==> config.mk <==
export PLATFORM = sky130hd
export DESIGN_NAME = change_dispenser
export DESIGN_NICKNAME = d
export VERILOG_FILES = /design/src/rtl/change_dispenser.sv
export SDC_FILE = /design/constraint.sdc
export NUM_CORES = 1
export LEC_CHECK = 0
export ABC_CLOCK_PERIOD_IN_PS = 6200
export CAP_MARGIN = 10
export CORE_UTILIZATION = 55
export CTS_CLUSTER_SIZE = 24
export DETAILED_ROUTE_END_ITERATION = 16
export DONT_BUFFER_PORTS = 1
export PLACE_DENSITY = 0.79
export SYNTH_ARGS = -nofsm -noshare
export SYNTH_HDL_FRONTEND = slang
export SYNTH_SLANG_ARGS = --single-unit
==> constraint.sdc <==
create_clock -name clk -period 6.2 [get_ports clk]
set_input_delay 0.62 -clock clk [delete_from_list [all_inputs] [get_ports clk]]
set_output_delay 0.62 -clock clk [all_outputs]
set_load 0.03 [all_outputs]
==> src/rtl/change_dispenser.sv <==
// rtl/change_dispenser.sv - greedy quarter/dime/nickel payout with pulse/ack hopper handshake
// Optional feature macro: ACK_TIMEOUT_EN builds the hopper ack timeout counter and FAULT path.
module change_dispenser #(
  parameter int PULSE_CYCLES = 4,
  parameter int ACK_TIMEOUT  = 1000,
  parameter int STOCK_W      = 8
) (
  input  logic               clk,
  input  logic               rst,
  input  logic               req,
  input  logic [8:0]         change_cents,
  input  logic               load_stock,
  input  logic [STOCK_W-1:0] stock_q_in,
  input  logic [STOCK_W-1:0] stock_d_in,
  input  logic [STOCK_W-1:0] stock_n_in,
  input  logic               hopper_ack,
  output logic               eject_q,
  output logic               eject_d,
  output logic               eject_n,
  output logic               busy,
  output logic               done,
  output logic               short_pay,
  output logic               fault,
  output logic [8:0]         remaining,
  output logic [4:0]         quarter_o,
  output logic [4:0]         dime_o,
  output logic [4:0]         nickel_o,
  output logic [STOCK_W-1:0] stock_q,
  output logic [STOCK_W-1:0] stock_d,
  output logic [STOCK_W-1:0] stock_n
);

  localparam logic [2:0] S_IDLE     = 3'd0;
  localparam logic [2:0] S_SELECT   = 3'd1;
  localparam logic [2:0] S_EJECT    = 3'd2;
  localparam logic [2:0] S_WAIT_ACK = 3'd3;
  localparam logic [2:0] S_DONE     = 3'd4;
  localparam logic [2:0] S_FAULT    = 3'd5;

  localparam logic [1:0] C_Q = 2'd0;
  localparam logic [1:0] C_D = 2'd1;
  localparam logic [1:0] C_N = 2'd2;

  localparam int PW = (PULSE_CYCLES > 1) ? $clog2(PULSE_CYCLES) : 1;

  logic [2:0]    state;
  logic [1:0]    coin;
  logic [PW-1:0] pulse_cnt;
  logic          ack_pend;

  logic [8:0] rounded;
  logic [8:0] coin_val;
  logic       pick_q;
  logic       pick_d;
  logic       pick_n;
  logic       pulse_last;
  logic       pay;
  logic       timeout;

  function automatic logic [4:0] sat_inc(input logic [4:0] v);
    return (v == 5'd31) ? v : v + 5'd1;
  endfunction

  always_comb begin
    rounded = change_cents - (change_cents % 9'd5);
    case (coin)
      C_Q:     coin_val = 9'd25;
      C_D:     coin_val = 9'd10;
      C_N:     coin_val = 9'd5;
      default: coin_val = 9'd0;
    endcase
  end

  // Greedy: largest coin that fits the remainder and is still in stock.
  assign pick_q = (remaining >= 9'd25) && (stock_q != '0);
  assign pick_d = (remaining >= 9'd10) && (stock_d != '0);
  assign pick_n = (remaining >= 9'd5)  && (stock_n != '0);

  assign pulse_last = (pulse_cnt == PW'(PULSE_CYCLES - 1));

  // An ack seen during the pulse is held until the pulse has run its full width.
  assign pay = ((state == S_EJECT) && pulse_last && (ack_pend || hopper_ack)) ||
               ((state == S_WAIT_ACK) && hopper_ack);

`ifdef ACK_TIMEOUT_EN
  localparam int TW = $clog2(ACK_TIMEOUT + 1);
  logic [TW-1:0] ack_timer;
  logic          fault_r;

  assign timeout = (state == S_WAIT_ACK) && !hopper_ack &&
                   (ack_timer == TW'(ACK_TIMEOUT - 1));
  assign fault   = fault_r;

  always_ff @(posedge clk) begin
    if (!rst) begin
      ack_timer <= '0;
      fault_r   <= 1'b0;
    end else begin
      if (state == S_SELECT) begin
        ack_timer <= '0;
      end else if ((state == S_EJECT) || (state == S_WAIT_ACK)) begin
        ack_timer <= ack_timer + TW'(1);
      end
      if ((state == S_IDLE) && req) begin
        fault_r <= 1'b0;
      end else if (timeout) begin
        fault_r <= 1'b1;
      end
    end
  end
`else
  assign timeout = 1'b0;
  assign fault   = 1'b0;
`endif

  always_ff @(posedge clk) begin
    if (!rst) begin
      state     <= S_IDLE;
      coin      <= C_Q;
      pulse_cnt <= '0;
      ack_pend  <= 1'b0;
      short_pay <= 1'b0;
      remaining <= '0;
      quarter_o <= '0;
      dime_o    <= '0;
      nickel_o  <= '0;
      stock_q   <= '0;
      stock_d   <= '0;
      stock_n   <= '0;
    end else begin
      case (state)
        S_IDLE: begin
          if (load_stock) begin
            stock_q <= stock_q_in;
            stock_d <= stock_d_in;
            stock_n <= stock_n_in;
          end
          if (req) begin
            remaining <= rounded;
            quarter_o <= '0;
            dime_o    <= '0;
            nickel_o  <= '0;
            short_pay <= 1'b0;
            state     <= S_SELECT;
          end
        end
        S_SELECT: begin
          pulse_cnt <= '0;
          ack_pend  <= 1'b0;
          if (pick_q) begin
            coin  <= C_Q;
            state <= S_EJECT;
          end else if (pick_d) begin
            coin  <= C_D;
            state <= S_EJECT;
          end else if (pick_n) begin
            coin  <= C_N;
            state <= S_EJECT;
          end else begin
            short_pay <= (remaining != '0);
            state     <= S_DONE;
          end
        end
        S_EJECT: begin
          if (hopper_ack) begin
            ack_pend <= 1'b1;
          end
          if (pulse_last) begin
            state <= pay ? S_SELECT : S_WAIT_ACK;
          end else begin
            pulse_cnt <= pulse_cnt + PW'(1);
          end
        end
        S_WAIT_ACK: begin
          if (pay) begin
            state <= S_SELECT;
          end else if (timeout) begin
            state <= S_FAULT;
          end
        end
        S_DONE:  state <= S_IDLE;
        S_FAULT: state <= S_IDLE;
        default: state <= S_IDLE;
      endcase

      if (pay) begin
        remaining <= remaining - coin_val;
        case (coin)
          C_Q: begin
            stock_q   <= stock_q - STOCK_W'(1);
            quarter_o <= sat_inc(quarter_o);
          end
          C_D: begin
            stock_d <= stock_d - STOCK_W'(1);
            dime_o  <= sat_inc(dime_o);
          end
          default: begin
            stock_n  <= stock_n - STOCK_W'(1);
            nickel_o <= sat_inc(nickel_o);
          end
        endcase
      end
    end
  end

  assign eject_q = (state == S_EJECT) && (coin == C_Q);
  assign eject_d = (state == S_EJECT) && (coin == C_D);
  assign eject_n = (state == S_EJECT) && (coin == C_N);
  assign busy    = (state == S_SELECT) || (state == S_EJECT) || (state == S_WAIT_ACK);
  assign done    = (state == S_DONE) || (state == S_FAULT);

endmodule

==> flow_metrics.env, run 1 <==
export IMPL_clock_fmax_mhz=259
export IMPL_end_kind="register"
export IMPL_start_util_pct=57.9
export IMPL_htree_levels=3
export IMPL_grt_pass1_vias=3776
export IMPL_synth_ff_type="dfxtp_1"
export IMPL_drt_total_wl_um=10300
export IMPL_crit_arrival_ns=4.13
export IMPL_criticalPathCategory="input pin to register"
export IMPL_die_w_um=90.1
export IMPL_async_reset_ff_share_pct=0
export IMPL_cts_resized=0
export IMPL_fin_worst_skew_ns=0.00669
export IMPL_synth_area_leaders="dfxtp_1 27%, ha_1 7.6%, nor2_1 7.4%, a21oi_1 5.9%, nand2_1 5.2%"
export IMPL_nFillCells=693
export IMPL_clockBufferDepth=2
export IMPL_hold_class="input pin to register"
export IMPL_root_buffer="clkbuf_8"
export IMPL_hold_violations=0
export IMPL_cts_made_buffers=9
export IMPL_period_needed_ns=3.86
export IMPL_synth_seq_cells=57
export IMPL_core_area_um2=7370
export IMPL_via_per_inst=6.14
export IMPL_syn_avg_cell_area_um2=7.29
export IMPL_slew_violations=0
export IMPL_route_detailed_drc=0
export IMPL_rows=31
export IMPL_ant_nets=0
export IMPL_io_buffers=0
export IMPL_fin_area_um2=4420
export IMPL_drv_cap=0
export IMPL_vdd_drop_max_mv=0.0991
export IMPL_ys_warn_count=0
export IMPL_die_height_um=90.1
export IMPL_worstSetupStartpointType="input pin"
export IMPL_netlist_area_um2=4260
export IMPL_cts_hold_buffers=0
export IMPL_antenna_cells=0
export IMPL_grt_first_pass_wirelength_um=17400
export IMPL_seq_area_frac_synth_pct=26.8
export IMPL_dieArea_um2=8110
export IMPL_cts_tree="yes"
export IMPL_relSlewSlack_pct=36.3
export IMPL_synth_edf_count=0
export IMPL_grt_max_degree=35
export IMPL_worstPathCellList="or2b_1, mux2i_1, a221oi_2, o211ai_2, and2_1, mux2i_1, nor2_1, a211oi_1, ha_1, inv_1, fa_1, a21o_1, a21oi_1, o21bai_1, a21oi_1, o21ai_0, xnor2_1, nand2_1, a31oi_1"
export IMPL_clock_sinks=57
export IMPL_wl_per_cell_um=15.4
export IMPL_leakage_nw=1.73
export IMPL_vias=4111
export IMPL_status="complete, no violations"
export IMPL_fin_nets=633
export IMPL_insertion_delay_ns=0.34
export IMPL_cp_max_fo=15
export IMPL_post_route_period_util_pct=62.2
export IMPL_antenna_found_initial=0
export IMPL_setup_tns_ns=0
export IMPL_worst_slew_pin_slew_ns=0.955
export IMPL_grt_overflow=0
export IMPL_max_stage_delay_ns=0.40
export IMPL_drtIter0Drc=250
export IMPL_placed_area_um2=4240
export IMPL_cp_top_family="compound AO/OA/AOI/OAI gates"
export IMPL_cp_num_buf_inv=1
export IMPL_drive_above_1_share_pct=5.08
export IMPL_powerDensity_nw_per_um2=275
export IMPL_path_clk_slew_ns=0.06
export IMPL_drt_pass1_iterations=5
export IMPL_cts_setup_buffers=0
export IMPL_syn_inst=585
export IMPL_num_io_pins=93
export IMPL_slowest_stage="fa_1"
export IMPL_yosys_area_top_type="dfxtp_1"
export IMPL_reg2reg_slack_ns=3.59
export IMPL_ys_types=68
export IMPL_hpwlAfterDp_um=7520
export IMPL_gp_congestion=0.842
export IMPL_grt_usage_pct=25.8
export IMPL_setup_viol_count_final=0
export IMPL_required_ns=6.47
export IMPL_synth_top_area_share_pct=26.8
export IMPL_area_delta_synth_final_pct=3.61
export IMPL_rsz0062_at_grt="false"
path summary, 6_finish.rpt:
check | from | to | cells after the start
max | change_cents[3] | remaining[8] | 19
min | rst | dime_o[3] | 1
max reg2reg | pulse_cnt[0] | stock_n[7] | 10
min reg2reg | pulse_cnt[1] | pulse_cnt[1] | 2
sequential cells by signal, summed over array words and instances (netlist names):
register   cells
stock_q        8
nickel_o       5
pulse_cnt      2
coin           2
stock_d        8
dime_o         5
ack_pend       1
state          3
remaining      9
quarter_o      5
stock_n        8
short_pay      1
cell type report:
class                           instances  area [um^2]  area share (%)
Sequential cell                        57         1140            25.8
Clock inverter                          4         45.0            1.02
Tap cell                               99          124            2.80
Inverter                               27          101            2.29
Clock buffer                           11          131            2.97
Multi-Input combinational cell        470         2860            64.7
Timing Repair Buffer                    2         15.0           0.340
layer usage:
layer / vias up / wire length (um) / part of all wire [%] / track usage [%]
met5: - / 0 / 0 / 0
met4: 0 / 164 / 1.6 / 9.14
met3: 16 / 690 / 6.7 / 6.18
met2: 139 / 4970 / 48 / 44.0
met1: 1900 / 4470 / 43 / 31.6
li1: 2056 / - / - / -
cell usage after synthesis, types with 6 or more instances:
library cell / n
a221oi_1: 7
and3_1: 13
nor2b_1: 11
nand2b_1: 7
nor2_1: 84
a31oi_1: 9
ha_1: 26
inv_1: 26
nand2_1: 59
o21ai_0: 34
o211ai_1: 6
a21oi_1: 50
dfxtp_1: 57
o21a_1: 6
nand3_1: 20
nor3_1: 18
or3_1: 6
and2_1: 8
clkbuf_1: 21
xnor2_1: 10
a211oi_1: 8
buf_2: 6
worst reg2reg max path, cell delays in order, from the launching register on:
cell and delay [ns]:
dfxtp_1 0.35, ha_1 0.24, o21ai_0 0.15, a211oi_1 0.24
buf_4 0.24, nand2_1 0.31, or4_1 0.58, nand3_1 0.09
o21ai_0 0.09, a21oi_1 0.14, nor2_1 0.05
cells in the final DEF, fill, tap and decap left out, types with 5 or more instances in the layout:
cell      netlist  layout
dfxtp_1        57      57
a211oi_1        8       8
nor2_1         84      84
or3_1           6       6
nor2b_1        11      11
conb_1          2       6
ha_1           26      26
nand3_1        20      20
a31oi_1         9       9
and3_1         13      13
a221oi_1        7       7
and2_1          8       8
nand4_1         5       5
inv_1          26      26
xor2_1          5       5
nand2_1        59      59
o21a_1          6       6
o211ai_1        6       6
nor4_1          5       5
a22oi_1         5       5
xnor2_1        10      10
a21oi_1        50      50
o21ai_0        34      34
nand2b_1        7       7
nor3b_1         5       5
clkbuf_8        0       9
nor3_1         18      18
stage by stage:
stage	instances	worst slack (ns)	total power, mW	hold slack (ns)	util (%)
6_report	670	2.34	1.22	0.398	59.9
5_1_grt	670	1.98	1.29	0.380	59.9
4_1_cts	670	2.36	1.22	0.387	59.9
3_5_place_dp	655	2.02	0.893	0.475	57.6
3_3_place_gp	655	2.11	0.882	0.462	57.6
2_1_floorplan	589	2.17	0.830	0.452	-
where the power goes:
group	internal (mW)	switching (mW)	leakage (nW)
registers	0.402	0.110	0.465
logic	0.155	0.224	1.17
clock network	0.181	0.144	0.0929
cells by family after synthesis:
group	Yosys count	synth area share (%)
XOR/XNOR	16	3.46
AND/OR/NAND/NOR	261	29.9
multiplexers	4	0.968
AO/OA/AOI/OAI	155	23.6
buffers and inverters	62	6.51
flip-flops	57	26.8
adder cells (fa/ha/maj)	28	8.57
other	2	0.176
(Power assumes the default switching activity.)
==> run 2, diff against run 1 <==
ABC_CLOCK_PERIOD_IN_PS = 3260   (was 6200)
PLACE_DENSITY = 0.82   (was 0.79)
clock period = 3.26 ns   (was 6.2 ns; I/O delays follow)
==> flow_metrics.env, run 2 (same netlist as run 1, synthesis figures left out) <==
export IMPL_rows=31
export IMPL_drive_above_1_share_pct=10.7
export IMPL_fin_nets=649
export IMPL_crit_arrival_ns=3.48
export IMPL_vdd_drop_max_mv=0.244
export IMPL_path_clk_slew_ns=0.06
export IMPL_drv_cap=0
export IMPL_insertion_delay_ns=0.35
export IMPL_r2r_cells=8
export IMPL_post_route_period_util_pct=98.8
export IMPL_grt_usage_pct=27.0
export IMPL_hp_start="rst"
export IMPL_ant_nets=0
export IMPL_largest_reg_flops=9
export IMPL_final_common_cell="nor2_1"
export IMPL_cts_made_buffers=9
export IMPL_drt_pass1_iterations=5
export IMPL_placed_area_um2=4370
export IMPL_via_per_inst=6.28
export IMPL_hold_end="dime_o[3]"
export IMPL_drtIter0Drc=308
export IMPL_cts_hold_buffers=0
export IMPL_io_buffers=0
export IMPL_gp_congestion=0.907
export IMPL_setup_viol_count_final=0
export IMPL_required_ns=3.52
export IMPL_top_register="remaining"
export IMPL_grt_overflow=0
export IMPL_die_w_um=90.1
export IMPL_hpwlAfterDp_um=8040
export IMPL_slew_violations=0
export IMPL_cts_tree="yes"
export IMPL_r2r_end="remaining[8]"
export IMPL_hold_violations=0
export IMPL_holdPathStages=1
export IMPL_fin_area_um2=4620
export IMPL_reg2reg_slack_ns=0.70
export IMPL_period_needed_ns=3.22
export IMPL_vias=4308
export IMPL_cp_max_fo=15
export IMPL_htree_levels=3
export IMPL_setup_tns_ns=0
export IMPL_worst_slew_pin_slew_ns=0.760
export IMPL_worstPathCellList="nor2b_1, a21oi_1, a311o_1, a2111o_1, buf_4, nand2_1, a21oi_1, a2111o_1, a21oi_2, ha_1, nor2b_1, o21ai_1, a21boi_1, o21ai_1, nor2b_2, xnor2_1, nand2_1, a21oi_1"
export IMPL_leakage_nw=1.83
export IMPL_worstSetupStartpointType="input pin"
export IMPL_dieArea_um2=8110
export IMPL_slowest_stage="a2111o_1"
export IMPL_clockBufferDepth=2
export IMPL_die_height_um=90.1
export IMPL_cp_common_cell="a21oi_1"
export IMPL_grt_pass1_vias=3947
export IMPL_relSlewSlack_pct=49.2
export IMPL_root_buffer="clkbuf_8"
export IMPL_clock_sinks=57
export IMPL_status="complete, no violations"
export IMPL_grt_first_pass_wirelength_um=18100
export IMPL_wl_per_cell_um=16.1
export IMPL_area_delta_synth_final_pct=8.45
export IMPL_start_util_pct=57.9
export IMPL_clock_fmax_mhz=310
export IMPL_core_area_um2=7370
export IMPL_worstReg2RegStart="remaining[2]"
export IMPL_antenna_found_initial=0
export IMPL_powerDensity_nw_per_um2=518
export IMPL_antenna_cells=0
export IMPL_grt_max_degree=25
export IMPL_drt_total_wl_um=11000
export IMPL_fin_worst_skew_ns=0.00590
export IMPL_num_io_pins=93
export IMPL_max_stage_delay_ns=0.43
export IMPL_rsz0062_at_grt="true"
export IMPL_route_detailed_drc=0
export IMPL_mostFrequentLayoutCells="83 x nor2_1, 59 x nand2_1, 57 x dfxtp_1"
export IMPL_end_kind="register"
export IMPL_criticalPathCategory="input pin to register"
export IMPL_hold_class="input pin to register"
[run 2: changes by cell type in the layout (fill, tap and decap cells not counted), moves of 2 or more]
cell / previous run / this run
buf_4: 2 / 18
a211oi_1: 8 / 6
o21ai_0: 34 / 30
a21oi_2: 0 / 5
nor4b_2: 0 / 2
a21oi_1: 50 / 45
o21ai_1: 0 / 4
nor4b_1: 4 / 2
[run 2: worst max path at each step]
stage | from | to | slack [ns] | cells after the start
6_report | change_cents[3] | remaining[5] | 0.04 | 18
3_5_place_dp | change_cents[5] | remaining[6] | -0.39 | 19
3_3_place_gp | change_cents[7] | remaining[8] | -0.28 | 19
2_1_floorplan | change_cents[7] | remaining[8] | -0.30 | 21
5_1_grt | change_cents[3] | remaining[5] | -0.18 | 18
4_1_cts | change_cents[3] | remaining[8] | 0.0002 | 19
[run 2: final cells by class]
cell class / count / area, um^2
inverters: 27 / 101
clock buffers: 11 / 131
flip-flops and latches: 57 / 1140
well taps: 99 / 124
clock inverters: 4 / 45.0
repair buffers: 18 / 135
fillers: 649 / 2750
multi-input cells: 470 / 2950
[run 2: what timing repair did]
action	in CTS	in global routing
pin swaps	0	11
endpoints found under the setup margin	2	6
resized for setup	2	7
endpoints found under the hold margin	0	0
gates cloned	0	0
buffers inserted	0	4
[run 2: metrics by stage]
step           std cells  utilization, %  hold WS, ns  setup slack (ns)  total power, mW
5_1_grt              686            62.8       0.0936            -0.183             2.53
2_1_floorplan        589               -        0.452            -0.301             1.59
6_report             686            62.8        0.104            0.0376             2.39
3_3_place_gp         667            59.2        0.447            -0.285             1.71
3_5_place_dp         667            59.2        0.454            -0.392             1.74
4_1_cts              682            61.8       0.0940          0.000164             2.36
[run 2: report_power, final]
| part | internal [mW] | leakage (nW) | switching [mW] |
|---|---|---|---|
| clock network | 0.345 | 0.0929 | 0.283 |
| logic | 0.339 | 1.27 | 0.450 |
| registers | 0.765 | 0.465 | 0.214 |
[run 2: metal layers]
layer  wire length (um)  GRT usage (%)  share of wire [%]
met1               4490           32.4                 41
met2               5370           44.6                 49
met3                952           8.38                8.6
met4                218           11.6                2.0
met5                  0              0                  0
[run 2: worst max-delay path, delay by kind of cell]
| kind | cells | cell delay, ns |
|---|---|---|
| XOR/XNOR | 1 | 0.12 |
| AO/OA/AOI/OAI | 10 | 1.95 |
| buffers and inverters | 1 | 0.19 |
| adder cells (fa/ha/maj) | 1 | 0.26 |
| AND/OR/NAND/NOR | 5 | 0.63 |
==> run 3, diff against run 2 <==
REMOVE_ABC_BUFFERS = 1   (was unset)
==> flow_metrics.env, run 3 (same netlist as run 1, synthesis figures left out) <==
export IMPL_status="finished, violations left"
export IMPL_violations="setup timing"
export IMPL_rows=31
export IMPL_cts_made_buffers=9
export IMPL_rsz0062_at_grt="true"
export IMPL_vdd_drop_max_mv=0.183
export IMPL_fin_worst_skew_ns=0.00661
export IMPL_via_per_inst=6.19
export IMPL_root_buffer="clkbuf_8"
export IMPL_setup_viol_count_final=4
export IMPL_ant_nets=0
export IMPL_worstReg2RegStart="remaining[2]"
export IMPL_drtIter0Drc=230
export IMPL_powerDensity_nw_per_um2=503
export IMPL_num_io_pins=93
export IMPL_drt_total_wl_um=11300
export IMPL_criticalPathCategory="input pin to register"
export IMPL_drive_above_1_share_pct=12.5
export IMPL_path_clk_slew_ns=0.07
export IMPL_grt_usage_pct=27.0
export IMPL_grt_pass1_vias=4030
export IMPL_grt_max_degree=24
export IMPL_setup_ws_ns=-0.0321
export IMPL_setup_tns_ns=-0.0858
export IMPL_die_height_um=90.1
export IMPL_area_delta_synth_final_pct=10.7
export IMPL_insertion_delay_ns=0.34
export IMPL_worst_slew_pin_slew_ns=0.748
export IMPL_timing_hold_ws_ns=0.112
export IMPL_gp_congestion=0.905
export IMPL_dieArea_um2=8110
export IMPL_relSlewSlack_pct=50.0
export IMPL_cp_max_fo=15
export IMPL_stdcell_count=690
export IMPL_core_area_um2=7370
export IMPL_utilization_pct=64.0
export IMPL_antenna_found_initial=0
export IMPL_grt_first_pass_wirelength_um=18500
export IMPL_mostFrequentLayoutCells="84 x nor2_1, 59 x nand2_1, 57 x dfxtp_1"
export IMPL_hp_start="rst"
export IMPL_vias=4268
export IMPL_cts_hold_buffers=0
export IMPL_wl_per_cell_um=16.3
export IMPL_slew_violations=0
export IMPL_fin_nets=653
export IMPL_hold_violations=0
export IMPL_io_buffers=0
export IMPL_die_w_um=90.1
export IMPL_hold_class="input pin to register"
export IMPL_clock_sinks=57
export IMPL_grt_overflow=0
export IMPL_crit_arrival_ns=3.54
export IMPL_hpwlAfterDp_um=7930
export IMPL_htree_levels=3
export IMPL_top_register="remaining"
export IMPL_end_kind="register"
export IMPL_place_inst=670
export IMPL_drt_pass1_iterations=5
export IMPL_largest_reg_flops=9
export IMPL_worstSetupStartpointType="input pin"
export IMPL_drv_cap=0
export IMPL_clock_fmax_mhz=304
export IMPL_critPathLaunch="change_cents[3]"
export IMPL_post_route_period_util_pct=101
export IMPL_start_util_pct=57.9
export IMPL_cts_tree="yes"
export IMPL_route_detailed_drc=0
export IMPL_period_needed_ns=3.29
export IMPL_antenna_cells=0
export IMPL_clockBufferDepth=2
export IMPL_required_ns=3.51
export IMPL_final_common_cell="nor2_1"
export IMPL_leakage_nw=1.88
run 3: cell count changes in the layout (fill, tap and decap cells not counted), moves of 2 or more:
| cell | previous run | this run |
|---|---|---|
| nor4b_4 | 0 | 2 |
| nor2b_4 | 0 | 3 |
| buf_4 | 18 | 21 |
| o21ai_2 | 0 | 2 |
| nor4b_2 | 2 | 0 |
| nor2b_1 | 10 | 8 |
| o21ai_1 | 4 | 1 |
run 3: timing repair:
item	in CTS	in global routing
setup endpoints to repair	5	6
gates resized for setup	14	23
hold endpoints to repair	0	0
setup buffers	3	2
pin swaps	6	7
run 3: layer usage:
metal,global-route usage (%),vias to the layer above,wire length (um)
li1,-,2088,-
met1,31.3,1979,4560
met2,48.3,160,5680
met3,5.41,41,746
met4,10.8,0,298
met5,0,-,0
run 3: report_power, final:
group          leakage, nW  switching, mW  total [mW]  internal (mW)
clock               0.0887          0.277       0.563          0.287
combinational         1.33          0.469       0.835          0.366
sequential           0.465          0.212       0.976          0.765
total                 1.88          0.957        2.37           1.42
run 3: final cells by class:
| cell class | count | area, um^2 |
|---|---|---|
| tap | 99 | 124 |
| multi-input combinational | 470 | 3020 |
| clock buffer | 11 | 141 |
| inverter | 27 | 101 |
| sequential | 57 | 1140 |
| timing repair buffer | 22 | 169 |
| fill | 627 | 2650 |
| clock inverter | 4 | 20.0 |
run 3: per-stage QoR:
stage / power (mW) / worst slack [ns] / area [um^2]
6_report: 2.37 / -0.0321 / 4720
2_1_floorplan: 1.53 / -0.340 / 4100
3_5_place_dp: 1.75 / -0.534 / 4350
3_3_place_gp: 1.71 / -0.401 / 4350
4_1_cts: 2.32 / 0.0102 / 4590
5_1_grt: 2.51 / -0.248 / 4720
run 3: final timing paths:
kind / end / slack [ns] / depth (start not counted)
setup / recovery: remaining[8] / -0.03 / 19
hold / removal: quarter_o[3] / 0.11 / 1
setup reg to reg: remaining[8] / 0.70 / 8
hold reg to reg: pulse_cnt[1] / 0.48 / 2
run 3: critical path, stage by stage:
cell and delay [ns]:
or2b_1 0.20, mux2i_1 0.10, a221oi_2 0.28, o211ai_2 0.15
and2_4 0.20, a211oi_2 0.23, nor3b_1 0.12, a211oi_4 0.23
ha_2 0.21, inv_1 0.06, fa_1 0.39, a21o_1 0.18
a21oi_2 0.15, o21bai_1 0.09, a21oi_2 0.17, o21ai_1 0.09
xnor2_1 0.13, nand2_1 0.06, a31oi_1 0.16
